===== src/rtl/mem_arbiter_pkg.sv =====
// Shared definitions for the I/D cache memory arbiter: owner encoding,
// arbiter state enum and the default memory read latency.
package mem_arbiter_pkg;

  typedef enum logic [1:0] {
    ST_IDLE    = 2'd0,
    ST_GRANT_I = 2'd1,
    ST_GRANT_D = 2'd2
  } arb_state_e;

  typedef logic owner_t;

  localparam owner_t OWN_I = 1'b0;
  localparam owner_t OWN_D = 1'b1;

  localparam int MEM_LATENCY_DEF = 4;

endpackage


===== src/rtl/mem_arbiter_inflight_tag_pipe.sv =====
// In-flight read tracker: a MEM_LATENCY-deep shift register of (valid, owner)
// tags that lines up each issued read with its returning data beat, plus a
// count of reads still outstanding.
module inflight_tag_pipe
  import mem_arbiter_pkg::*;
#(
  parameter int MEM_LATENCY = MEM_LATENCY_DEF,
  localparam int CNT_W = $clog2(MEM_LATENCY + 1)
) (
  input  logic             clk,
  input  logic             rst,
  input  logic             push,
  input  owner_t           owner_in,
  output logic             pop_valid,
  output owner_t           owner_out,
  output logic [CNT_W-1:0] count
);

  logic [MEM_LATENCY-1:0] vld_q, vld_d;
  logic [MEM_LATENCY-1:0] own_q, own_d;
  logic [CNT_W-1:0]       cnt_q, cnt_d;

  // Output slot is the tag belonging to the data beat arriving this cycle.
  assign pop_valid = vld_q[MEM_LATENCY-1];
  assign owner_out = own_q[MEM_LATENCY-1];
  assign count     = cnt_q;

  // Shift tags one slot per cycle; count tracks pushes minus pops.
  always_comb begin
    vld_d[0] = push;
    own_d[0] = owner_in;
    for (int i = 1; i < MEM_LATENCY; i++) begin
      vld_d[i] = vld_q[i-1];
      own_d[i] = own_q[i-1];
    end
    cnt_d = cnt_q;
    if (push && !pop_valid) begin
      cnt_d = cnt_q + CNT_W'(1);
    end else if (!push && pop_valid) begin
      cnt_d = cnt_q - CNT_W'(1);
    end
  end

  // Slot valids and the count are control and are cleared on reset.
  always_ff @(posedge clk) begin
    if (rst) begin
      vld_q <= '0;
      cnt_q <= '0;
    end else begin
      vld_q <= vld_d;
      cnt_q <= cnt_d;
    end
  end

  // Owner tags are only meaningful alongside a valid bit, so no reset.
  always_ff @(posedge clk) begin
    own_q <= own_d;
  end

endmodule


===== src/rtl/mem_arbiter.sv =====
// Arbiter between the I-cache and D-cache fill FSMs and one shared,
// pipelined main memory. Grants one fill owner at a time (round-robin on
// ties), forwards the owner's reads, routes returning data back by tag, and
// slips D-cache write-through stores in whenever memory is otherwise idle.
module mem_arbiter
  import mem_arbiter_pkg::*;
#(
  parameter int ADDR_W      = 16,
  parameter int DATA_W      = 16,
  parameter int MEM_LATENCY = MEM_LATENCY_DEF
) (
  input  logic              clk,
  input  logic              rst,
  input  logic              i_miss,
  input  logic              i_busy,
  input  logic              i_mem_read,
  input  logic [ADDR_W-1:0] i_mem_addr,
  output logic              i_miss_go,
  output logic              i_data_valid,
  input  logic              d_miss,
  input  logic              d_busy,
  input  logic              d_mem_read,
  input  logic [ADDR_W-1:0] d_mem_addr,
  output logic              d_miss_go,
  output logic              d_data_valid,
  input  logic              d_mem_write,
  input  logic [ADDR_W-1:0] d_wr_addr,
  input  logic [DATA_W-1:0] d_wr_data,
  output logic              d_wr_ack,
  output logic              mem_enable,
  output logic              mem_wr,
  output logic [ADDR_W-1:0] mem_addr,
  output logic [DATA_W-1:0] mem_data_in,
  input  logic              mem_data_valid,
  output logic              spurious_valid
);

  localparam int CNT_W = $clog2(MEM_LATENCY + 1);

  arb_state_e       state_q, state_d;
  owner_t           last_owner_q, last_owner_d;
  logic             spurious_q, spurious_d;
  logic             owner_free;
  logic             eff_idle;
  logic             rd_push;
  owner_t           rd_owner;
  logic             pop_valid;
  owner_t           pop_owner;
  logic [CNT_W-1:0] inflight_cnt;

  assign rd_push        = mem_enable & ~mem_wr;
  assign rd_owner       = (state_q == ST_GRANT_D) ? OWN_D : OWN_I;
  assign spurious_valid = spurious_q;

  inflight_tag_pipe #(
    .MEM_LATENCY (MEM_LATENCY)
  ) u_tag_pipe (
    .clk       (clk),
    .rst       (rst),
    .push      (rd_push),
    .owner_in  (rd_owner),
    .pop_valid (pop_valid),
    .owner_out (pop_owner),
    .count     (inflight_cnt)
  );

  // Memory is free when no owner is mid-fill and no read is still in flight.
  always_comb begin
    case (state_q)
      ST_IDLE:    owner_free = 1'b1;
      ST_GRANT_I: owner_free = ~i_busy;
      ST_GRANT_D: owner_free = ~d_busy;
      default:    owner_free = 1'b1;
    endcase
    eff_idle = owner_free && (inflight_cnt == '0);
  end

  // Arbitration: stores first, then a lone miss, then round-robin on a tie;
  // while an owner is filling only its requests reach memory.
  always_comb begin
    state_d      = state_q;
    last_owner_d = last_owner_q;
    i_miss_go    = 1'b0;
    d_miss_go    = 1'b0;
    d_wr_ack     = 1'b0;
    mem_enable   = 1'b0;
    mem_wr       = 1'b0;
    mem_addr     = '0;
    mem_data_in  = '0;
    if (eff_idle) begin
      if (d_mem_write) begin
        d_wr_ack    = 1'b1;
        mem_enable  = 1'b1;
        mem_wr      = 1'b1;
        mem_addr    = d_wr_addr;
        mem_data_in = d_wr_data;
        state_d     = ST_IDLE;
      end else if (i_miss && !d_miss) begin
        i_miss_go = 1'b1;
        state_d   = ST_GRANT_I;
      end else if (d_miss && !i_miss) begin
        d_miss_go = 1'b1;
        state_d   = ST_GRANT_D;
      end else if (i_miss && d_miss) begin
        if (last_owner_q == OWN_I) begin
          d_miss_go    = 1'b1;
          state_d      = ST_GRANT_D;
          last_owner_d = OWN_D;
        end else begin
          i_miss_go    = 1'b1;
          state_d      = ST_GRANT_I;
          last_owner_d = OWN_I;
        end
      end else begin
        state_d = ST_IDLE;
      end
    end else begin
      case (state_q)
        ST_GRANT_I: begin
          i_miss_go  = i_miss;
          mem_enable = i_mem_read;
          mem_addr   = i_mem_addr;
        end
        ST_GRANT_D: begin
          d_miss_go  = d_miss;
          mem_enable = d_mem_read;
          mem_addr   = d_mem_addr;
        end
        default: ;
      endcase
    end
  end

  // Route each returning beat to the cache whose tag sits in the output slot.
  always_comb begin
    i_data_valid = mem_data_valid & pop_valid & (pop_owner == OWN_I);
    d_data_valid = mem_data_valid & pop_valid & (pop_owner == OWN_D);
    spurious_d   = spurious_q | (mem_data_valid & ~pop_valid);
  end

  // Arbiter state, tie-break history and sticky error flag.
  always_ff @(posedge clk) begin
    if (rst) begin
      state_q      <= ST_IDLE;
      last_owner_q <= OWN_I;
      spurious_q   <= 1'b0;
    end else begin
      state_q      <= state_d;
      last_owner_q <= last_owner_d;
      spurious_q   <= spurious_d;
    end
  end

endmodule


===== config.mk =====
export PLATFORM = sky130hd
export DESIGN_NAME = mem_arbiter
export DESIGN_NICKNAME = d
export VERILOG_FILES = /design/src/rtl/mem_arbiter_pkg.sv /design/src/rtl/mem_arbiter_inflight_tag_pipe.sv /design/src/rtl/mem_arbiter.sv
export SDC_FILE = /design/constraint.sdc
export NUM_CORES = 1
export LEC_CHECK = 0
export CAP_MARGIN = 20
export CORE_UTILIZATION = 28
export DETAILED_ROUTE_END_ITERATION = 16
export GPL_TIMING_DRIVEN = 1
export PLACE_DENSITY = 0.78
export SLEW_MARGIN = 40
export SYNTH_ARGS = -nofsm -noshare
export SYNTH_HDL_FRONTEND = slang
export SYNTH_HIERARCHICAL = 1
export SYNTH_SLANG_ARGS = --single-unit

===== constraint.sdc =====
create_clock -name clk -period 2.76 [get_ports clk]
set_input_delay 0.276 -clock clk [delete_from_list [all_inputs] [get_ports clk]]
set_output_delay 0.276 -clock clk [all_outputs]
set_load 0.005 [all_outputs]

==> run metrics, run 1 <==
run status completed; CTS tree yes; Post-Route WL 4.30 mm; Mean Syn Cell Area 8.08 um2; Die ar. 4680 um2; Netlist cell types 34; drt pass-1 iters 4; Vias per Instance 4.93; drt drc 0; Final Util 0.606; Remaining Overflow, GRT 0; Final #Nets 343; post-route ant nets 0; CTS buffer count 3; Final Cell Area approximately 2500 um2; WHS 319 ps; DR iter-0 viols 78; number of placed cells counting well taps 307; # setup viols final 0; Yosys reg bits 15; mapped cell area 1240 um2; CP max FO 49; number of buffers added on ports about 110; H-tree depth 1; post_cts resized 2; CP Cell Sequence inv_1 -> ha_1 -> nor2b_4 -> o31a_4 -> buf_12 -> and2_1 -> or2_1 -> clkdlybuf4s50_1; slew margin rel. 0.707; crit-path leading delay family buffers and inverters; DR WL/cell 13.8 um; layout cells sized above 1 0.103; Seq. cell area between 300 and 400 um2; async set or reset register ratio after synthesis 0; io pins 114; sequential-to-total area share from yosys stat 0.243; syn nets 234; crit start category flip-flop; first-pass GRT wire length 6.24 mm; hold crit path type reg -> reg; Lkg Pwr 0.962 nW; Top FF cell, synth dfxtp_1; Post-synth EDFFs 0; Worst EP required around 2500 ps; CTS Sinks 15; Clock Path Buffers 2; pwr/cell area approximately 290 nW/um2; Layout Skew 6.10 ps; crit path kind reg -> out; Rows 23; critical path buffer and inverter count 3; Worst-Margin Slew 437 ps; Worst-path clk slew 60 ps; crit path time final 2670 ps; Final Slew Violations 0; CP max stage delay 450 ps; crit path DAT 2390 ps; MaxCap Viol Count 0; synthesized netlist cell count around 150; CORE AREA 4120 um2; Ant. Diodes 0; clk_lat worst skew 250 ps; GPL Wtd Cong 0.747; Final period util 0.967; initial core utilization 0.300; Hold Violations, Final 0; vias 1,534; initial antenna violation count 0; gr usage total 0.176; hold_buf cts 0; FMAX about 370 MHz; Peak supply drop roughly 0.13 mV; CTS Root Cell clkbuf_8; setup bufs post-CTS 0; Die W 68.4 um; Synth-to-Final Area Change 102%; Yosys Warn Count 6; vias in the first global route ~1,400; final std cells w/o fill between 300 and 400; placement-stage cell area 2390 um2; Fill cells 371; area of the multi-input gates 845 um2; crit path capture type primary output; Die Y 68.4 um; hpwl dp 3.23 mm; maximum number of pins on one net before global-route repair 50; CP max stage cell clkdlybuf4s50_1
report_power, final:
part	total [W]	switching, W	internal [W]
Sequential	0.000226	0.00000314	0.000223
Combinational	0.000317	0.000111	0.000206
Clock	0.000175	0.0000746	0.0000999
logic make-up after synthesis:
family                     synth area share
buffers and inverters                 0.106
and+or+nand+nor                       0.275
muxes                               0.00810
adders and majority gates            0.0769
xor gates and xnor gates             0.0142
DFF                                   0.243
AOI/OAI and AO/OA                     0.276
through the flow:
stage | setup slack (ps) | power, W | setup TNS [ps]
after floorplan | 96.1 | 0.000338 | 0
after CTS | 19.2 | 0.000716 | 0
after global routing | -23.2 | 0.000762 | -23.8
after global placement | -4.48 | 0.000533 | -4.48
after detailed placement | -92.6 | 0.000535 | -92.6
final | 91.4 | 0.000718 | 0
per-layer routing:
layer,vias to the layer above,track usage,share of wire
li1,781,-,-
met1,676,0.224,0.39
met2,75,0.284,0.50
met3,2,0.0667,0.10
met4,0,0.0234,0.0030
met5,-,0,0
Yosys cell counts, types with 2 or more instances:
library cell | instances | area (um2)
buf_1 | 3 | 11.3
nand2_1 | 6 | 22.5
nor2_1 | 4 | 15.0
buf_2 | 2 | 10.0
o31ai_2 | 5 | 62.6
and3_1 | 17 | 106
a22oi_1 | 17 | 128
ha_1 | 6 | 75.1
or3_1 | 2 | 12.5
buf_6 | 4 | 45.0
o31ai_1 | 13 | 97.6
a21oi_1 | 5 | 25.0
xor2_1 | 2 | 17.5
dfxtp_1 | 15 | 300
nand3_1 | 18 | 90.1
clkbuf_1 | 5 | 18.8
nor2b_1 | 4 | 25.0
inv_1 | 9 | 33.8
path summary, 6_finish.rpt:
check | startpoint | to | slack, ps | cells after the start
max | state_q[1] | mem_enable | 90 | 8
min reg2reg | u_tag_pipe/own_q[0] | u_tag_pipe/own_q[1] | 320 | 0
min | u_tag_pipe/own_q[0] | u_tag_pipe/own_q[1] | 320 | 0
max reg2reg | state_q[1] | u_tag_pipe/count[2] | 120 | 11
layout by cell type (no fill, tap or decap), types with 2 or more instances in the layout:
| cell | instances |
|---|---|
| ha_1 | 4 |
| nor2b_1 | 4 |
| clkdlybuf4s50_1 | 113 |
| o31ai_2 | 6 |
| o31ai_1 | 12 |
| and3_1 | 17 |
| nand2_1 | 6 |
| nor2_1 | 4 |
| or3_1 | 2 |
| buf_4 | 5 |
| dfxtp_1 | 14 |
| a21oi_1 | 5 |
| a22oi_1 | 17 |
| clkbuf_8 | 3 |
| inv_1 | 9 |
| nand3_1 | 18 |
| xor2_1 | 2 |
sequential cells by signal (all words and copies together) (netlist names):
signal / count
state_q: 2
u_tag_pipe/count: 3
u_tag_pipe/own_q: 4
u_tag_pipe/vld_q: 4
spurious_valid: 1
last_owner_q: 1
cell type report:
type,instances,share of cell area
Inverter,9,0.0136
Tap cell,50,0.0251
Timing Repair Buffer,120,0.483
Clock buffer,3,0.0166
Sequential cell,15,0.121
Multi-Input combinational cell,113,0.339
Clock inverter,1,0.00201
(Power assumes the default switching activity.)
==> run 2: changes to the inputs <==
--- a/config.mk
+++ b/config.mk
@@ -5,7 +5,6 @@
 export SDC_FILE = /design/constraint.sdc
 export NUM_CORES = 1
 export LEC_CHECK = 0
-export CAP_MARGIN = 20
 export CORE_UTILIZATION = 28
 export DETAILED_ROUTE_END_ITERATION = 16
 export GPL_TIMING_DRIVEN = 1
==> results of run 2 <==
Same layout as run 1: the final DEF is identical, and so are final timing and power.
==> run 3: changes to the inputs <==
--- a/config.mk
+++ b/config.mk
@@ -5,10 +5,12 @@
 export SDC_FILE = /design/constraint.sdc
 export NUM_CORES = 1
 export LEC_CHECK = 0
-export CORE_UTILIZATION = 28
+export CAP_MARGIN = 30
+export CORE_UTILIZATION = 56
 export DETAILED_ROUTE_END_ITERATION = 16
+export DONT_BUFFER_PORTS = 1
 export GPL_TIMING_DRIVEN = 1
-export PLACE_DENSITY = 0.78
+export PLACE_DENSITY = 0.74
 export SLEW_MARGIN = 40
 export SYNTH_ARGS = -nofsm -noshare
 export SYNTH_HDL_FRONTEND = slang
==> run 3 against run 2 <==
Clock power fell by 26%. Setup slack improved by 90 ps. Critical path type is now reg -> reg. Global-route usage grew 6.4 points. Flip-flop and latch count unchanged. Sequential power barely moved. Non-clock buffer count fell by 114. Final area is 50% lower. Worst hold slack lost 280 ps. Critical path depth grew 3. Critical endpoint is now u_tag_pipe/count[2]. Wire length fell by 30%.
==> run metrics, run 3 (synthesized netlist as in run 1, its figures left out) <==
drt pass-1 iters 5 (+1); crit path DAT 2800 ps (+410 ps); CTS tree yes; Final #Nets 229 (-33%); CORE AREA 2020 um2 (-51%); Die ar. 2400 um2 (-49%); placement-stage cell area 1220 um2 (-49%); GPL Wtd Cong 0.708 (-5.2%); DR WL/cell 17.2 um (+24%); Worst EP required 2980 ps (+500 ps); CP max stage cell dfxtp_1; crit start category flip-flop; Lkg Pwr 0.487 nW (-49%); MaxCap Viol Count 0 (unchanged); setup TNS 0 ps (unchanged); Post-Route WL 2.99 mm (-30%); crit path time final 2580 ps (-89.9 ps); Final period util 0.934 (-0.0326); Synth-to-Final Area Change 1.32%; CP max stage delay 370 ps (-80 ps); crit path kind reg -> reg; number of buffers added on ports 0 (-100%); Setup WS pre-CTS 156 ps (+249 ps); hpwl dp 2.23 mm (-31%); maximum number of pins on one net before global-route repair 50 (unchanged); vias in the first global route 1,024 (-27%); CP Cell Sequence inv_1 -> ha_1 -> nor2b_2 -> o31a_1 -> nor3_2 -> ha_1 -> inv_1 -> fa_1 -> xor2_1 -> or3_1 -> a21oi_1; Fill cells 182 (-51%); vias 1,189 (-22%); setup ws final 181 ps (+89.9 ps); post-route ant nets 0 (unchanged); io pins 114 (unchanged); Clock Path Buffers 2 (unchanged); Die Y 49.0 um (-28%); Ant. Diodes 0 (unchanged); initial antenna violation count 0 (unchanged); Final Cell Area 1250 um2 (-50%); initial core utilization 0.611 (+0.311); Final Slew Violations 0 (unchanged); Layout Skew 0.991 ps (-5.11 ps); clk_lat worst skew 290 ps (+40 ps); Rows 16 (-30%); Peak supply drop 0.242 mV (+91%); critical path buffer and inverter count 2 (-1); Hold Violations, Final 0 (unchanged); Worst-Margin Slew 531 ps (+93.1 ps); most common cell after layout, fill and taps aside nand3_1; CTS Root Cell clkbuf_4; layout cells sized above 1 0.143 (+0.0394); CTS Sinks 15 (unchanged); crit-path leading delay family adder cells; RSZ-0062 raised after global routing no; pwr/cell area 374 nW/um2 (+30%); FMAX 388 MHz (+3.5%); most frequent cells in the layout nand3_1 (18), and3_1 (17), a22oi_1 (17), dfxtp_1 (15), o31ai_1 (13); Die W 49.0 um (-28%); CP max FO 3 (-94%); gr usage total 0.240 (+0.0640); drt drc 0 (unchanged); slew margin rel. 0.644 (-0.0633); Vias per Instance 6.83 (+39%); Remaining Overflow, GRT 0 (unchanged); area of the multi-input gates 810 um2 (-4.1%); CTS buffer count 3 (unchanged); first-pass GRT wire length 4.46 mm (-28%); # setup viols final 0 (unchanged); crit path capture type flip-flop; hold crit path type in -> reg; Seq. cell area 300 um2 (-0.41%); Worst-path clk slew 90 ps (+30 ps); DR iter-0 viols 27 (-65%); H-tree depth 1 (unchanged); Tot Pwr 0.000469 W (-35%); run status completed
## run 3: repair_timing
item                       CTS  global route
hold buffers                 0             0
resized for setup            0             1
setup buffers                0             0
setup endpoints to repair    0             1
## run 3: final timing paths
path                             from                  end  slack [ps]  cells after the start
hold / removal                    rst           state_q[1]          30                      1
hold reg to reg   u_tag_pipe/own_q[2]  u_tag_pipe/own_q[3]         330                      0
setup / recovery           state_q[0]  u_tag_pipe/count[2]         180                     11
setup reg to reg           state_q[0]  u_tag_pipe/count[2]         180                     11
## run 3: cell type report
| class | instances | share of cell area |
|---|---|---|
| multi-input combinational | 113 | 0.646 |
| clock inverter | 1 | 0.00599 |
| sequential | 15 | 0.240 |
| clock buffer | 3 | 0.0180 |
| timing repair buffer | 6 | 0.0360 |
| tap | 27 | 0.0270 |
| inverter | 9 | 0.0270 |
## run 3: layer usage
| layer | vias up | GRT usage | wire length, um |
|---|---|---|---|
| met2 | 89 | 0.465 | 1540 |
| met3 | 5 | 0.0561 | 288 |
| li1 | 552 | - | - |
| met1 | 543 | 0.240 | 1120 |
| met5 | - | 0 | 0 |
| met4 | 0 | 0.0980 | 44 |
## run 3: per-stage QoR
stage / hold slack, ps / cells / util
2_1_floorplan: 310 / 153 / -
3_3_place_gp: 311 / 170 / 0.602
3_5_place_dp: 312 / 170 / 0.602
4_1_cts: 27.4 / 174 / 0.617
5_1_grt: 21.6 / 174 / 0.619
6_report: 34.3 / 174 / 0.619
## run 3: power by group
part | leakage [nW] | total, W | switching (W) | internal [W]
registers | 0.122 | 0.000225 | 0.00000330 | 0.000222
clock network | 0.0139 | 0.000130 | 0.0000744 | 0.0000552
logic | 0.352 | 0.000114 | 0.0000698 | 0.0000442
==> patch, RTL diff (settings of run 3) <==
Change the package constant `MEM_LATENCY_DEF` from 4 to 8.
--- a/src/rtl/mem_arbiter_pkg.sv
+++ b/src/rtl/mem_arbiter_pkg.sv
@@ -13,7 +13,7 @@
   localparam owner_t OWN_I = 1'b0;
   localparam owner_t OWN_D = 1'b1;
 
-  localparam int MEM_LATENCY_DEF = 4;
+  localparam int MEM_LATENCY_DEF = 8;
 
 endpackage
 
Function: changed (Yosys sat finds a counterexample within 10 cycles, from zero or initial values and one cycle with rst high).
==> patch against run 3 <==
Combinational power rose by 8%. Clock power rose by 91%. Sequential cell count rose by 9. Total power rose by 56%. Synthesized area rose by 23%. Design area rose by 30%. Count of clock-buffer cells in the layout did not move. Wire length rose by 20%. Largest cell class unchanged. Critical endpoint is now u_tag_pipe/count[3]. Worst setup slack got worse by 0.063 ns. Largest power group unchanged.
==> patch: results (changes against run 3) <==
| Metric | Value |
|---|---|
| Maximum fanout along the worst path | 4 (+1) |
| Synth area leaders | dfxtp_1, a22oi_1, and3_1 |
| Gr usage total | 23.9% (-0.043 points) |
| Register area | 483 sq um (+61%) |
| Mapped Nets | 261 (+12%) |
| Post-synthesis mux area share | 1.40% (+0.59 points) |
| Sequential fraction of the synthesis area | 31.7% (+7.4 points) |
| Worst IR Drop VDD | 0.325 mV (+34%) |
| Xor/xnor cell area share of the yosys netlist | 1.15% (-0.26 points) |
| Worst skew pair latency | 0.31 ns (+0.02 ns) |
| Worst R2R Path Depth | 12 (+1) |
| Synth Area in Compound Gates | 23.5% (-4.1 points) |
| Drt wl/cell | 17.8 um (+3.5%) |
| Detailed router's first-iteration violation count | 44 (+63%) |
| Buffering overhead | 4.01% (+0.41 points) |
| Cell variety after synth | 32 (-5.9%) |
| Sink Count | 24 (+9) |
| Outcome | finished clean |
| Tightest Pin Transition | 0.535 ns (+0.00419 ns) |
| Pre-antenna DRT Iters | 4 (-1) |
| Arrival time at the worst endpoint | 2.85 ns (+0.05 ns) |
| Adder-cell share of the synthesized area | 7.91% (+0.22 points) |
| Worst-case hold slack | 0.0141 ns (-0.0203 ns) |
| R2R setup slack | 0.12 ns (-0.06 ns) |
| Layout cells sized above 1 | 16.3% (+2.0 points) |
| Multi-input gate area | 952 sq um (+18%) |
| RD Place Congestion | 0.808 (+14%) |
| Synth cell count leaders | dfxtp_1, nand3_1, a22oi_1, and3_1, o31ai_1 |
| Fill cells | 211 (+16%) |
patch: through the flow:
stage,worst slack (ns),cell area [sq um],instances,total power (W),util [%]
after global placement,0.163,1510,195,0.000476,59.8
after CTS,0.0298,1560,199,0.000727,62.0
after floorplan,0.0422,1540,178,0.000472,-
after global routing,-0.00303,1620,202,0.000763,64.4
after detailed placement,0.0224,1510,195,0.000480,59.8
final,0.118,1620,202,0.000731,64.4
patch: critical path, cell delays in order (launching register included):
cell      delay, ns
dfxtp_2        0.35
buf_4          0.13
ha_4           0.15
nor2b_1        0.15
o31a_1         0.27
nor3_2         0.18
ha_2           0.22
inv_2          0.07
ha_4           0.30
nand3_2        0.09
a211oi_2       0.24
a31oi_1        0.07
mux2_1         0.31
patch: repair_timing:
| item | CTS | global route |
|---|---|---|
| endpoints found under the setup margin | 1 | 1 |
| resized for setup | 1 | 8 |
| pin swaps | 0 | 5 |
| hold buffers | 0 | 2 |
| endpoints found under the hold margin | 0 | 5 |
| setup buffers | 0 | 1 |
patch: final timing paths:
check,startpoint,end
worst max-delay path,state_q[1],u_tag_pipe/count[3]
worst max register to register,state_q[1],u_tag_pipe/count[3]
worst min-delay path,rst,last_owner_q
worst min register to register,u_tag_pipe/own_q[6],u_tag_pipe/own_q[7]
patch: where the power goes:
part	internal (W)	switching [W]	total, W
clock	0.000147	0.000102	0.000248
sequential	0.000355	0.00000383	0.000359
combinational	0.0000484	0.0000747	0.000123
total	0.000550	0.000180	0.000731
patch: routing by layer:
| layer | track usage [%] | routed length, um | up-vias |
|---|---|---|---|
| met2 | 44.4 | 1940 | 60 |
| met1 | 25.8 | 1420 | 633 |
| met5 | 0 | 0 | - |
| met4 | 8.55 | 38 | 0 |
| met3 | 5.93 | 202 | 4 |
| li1 | - | - | 637 |
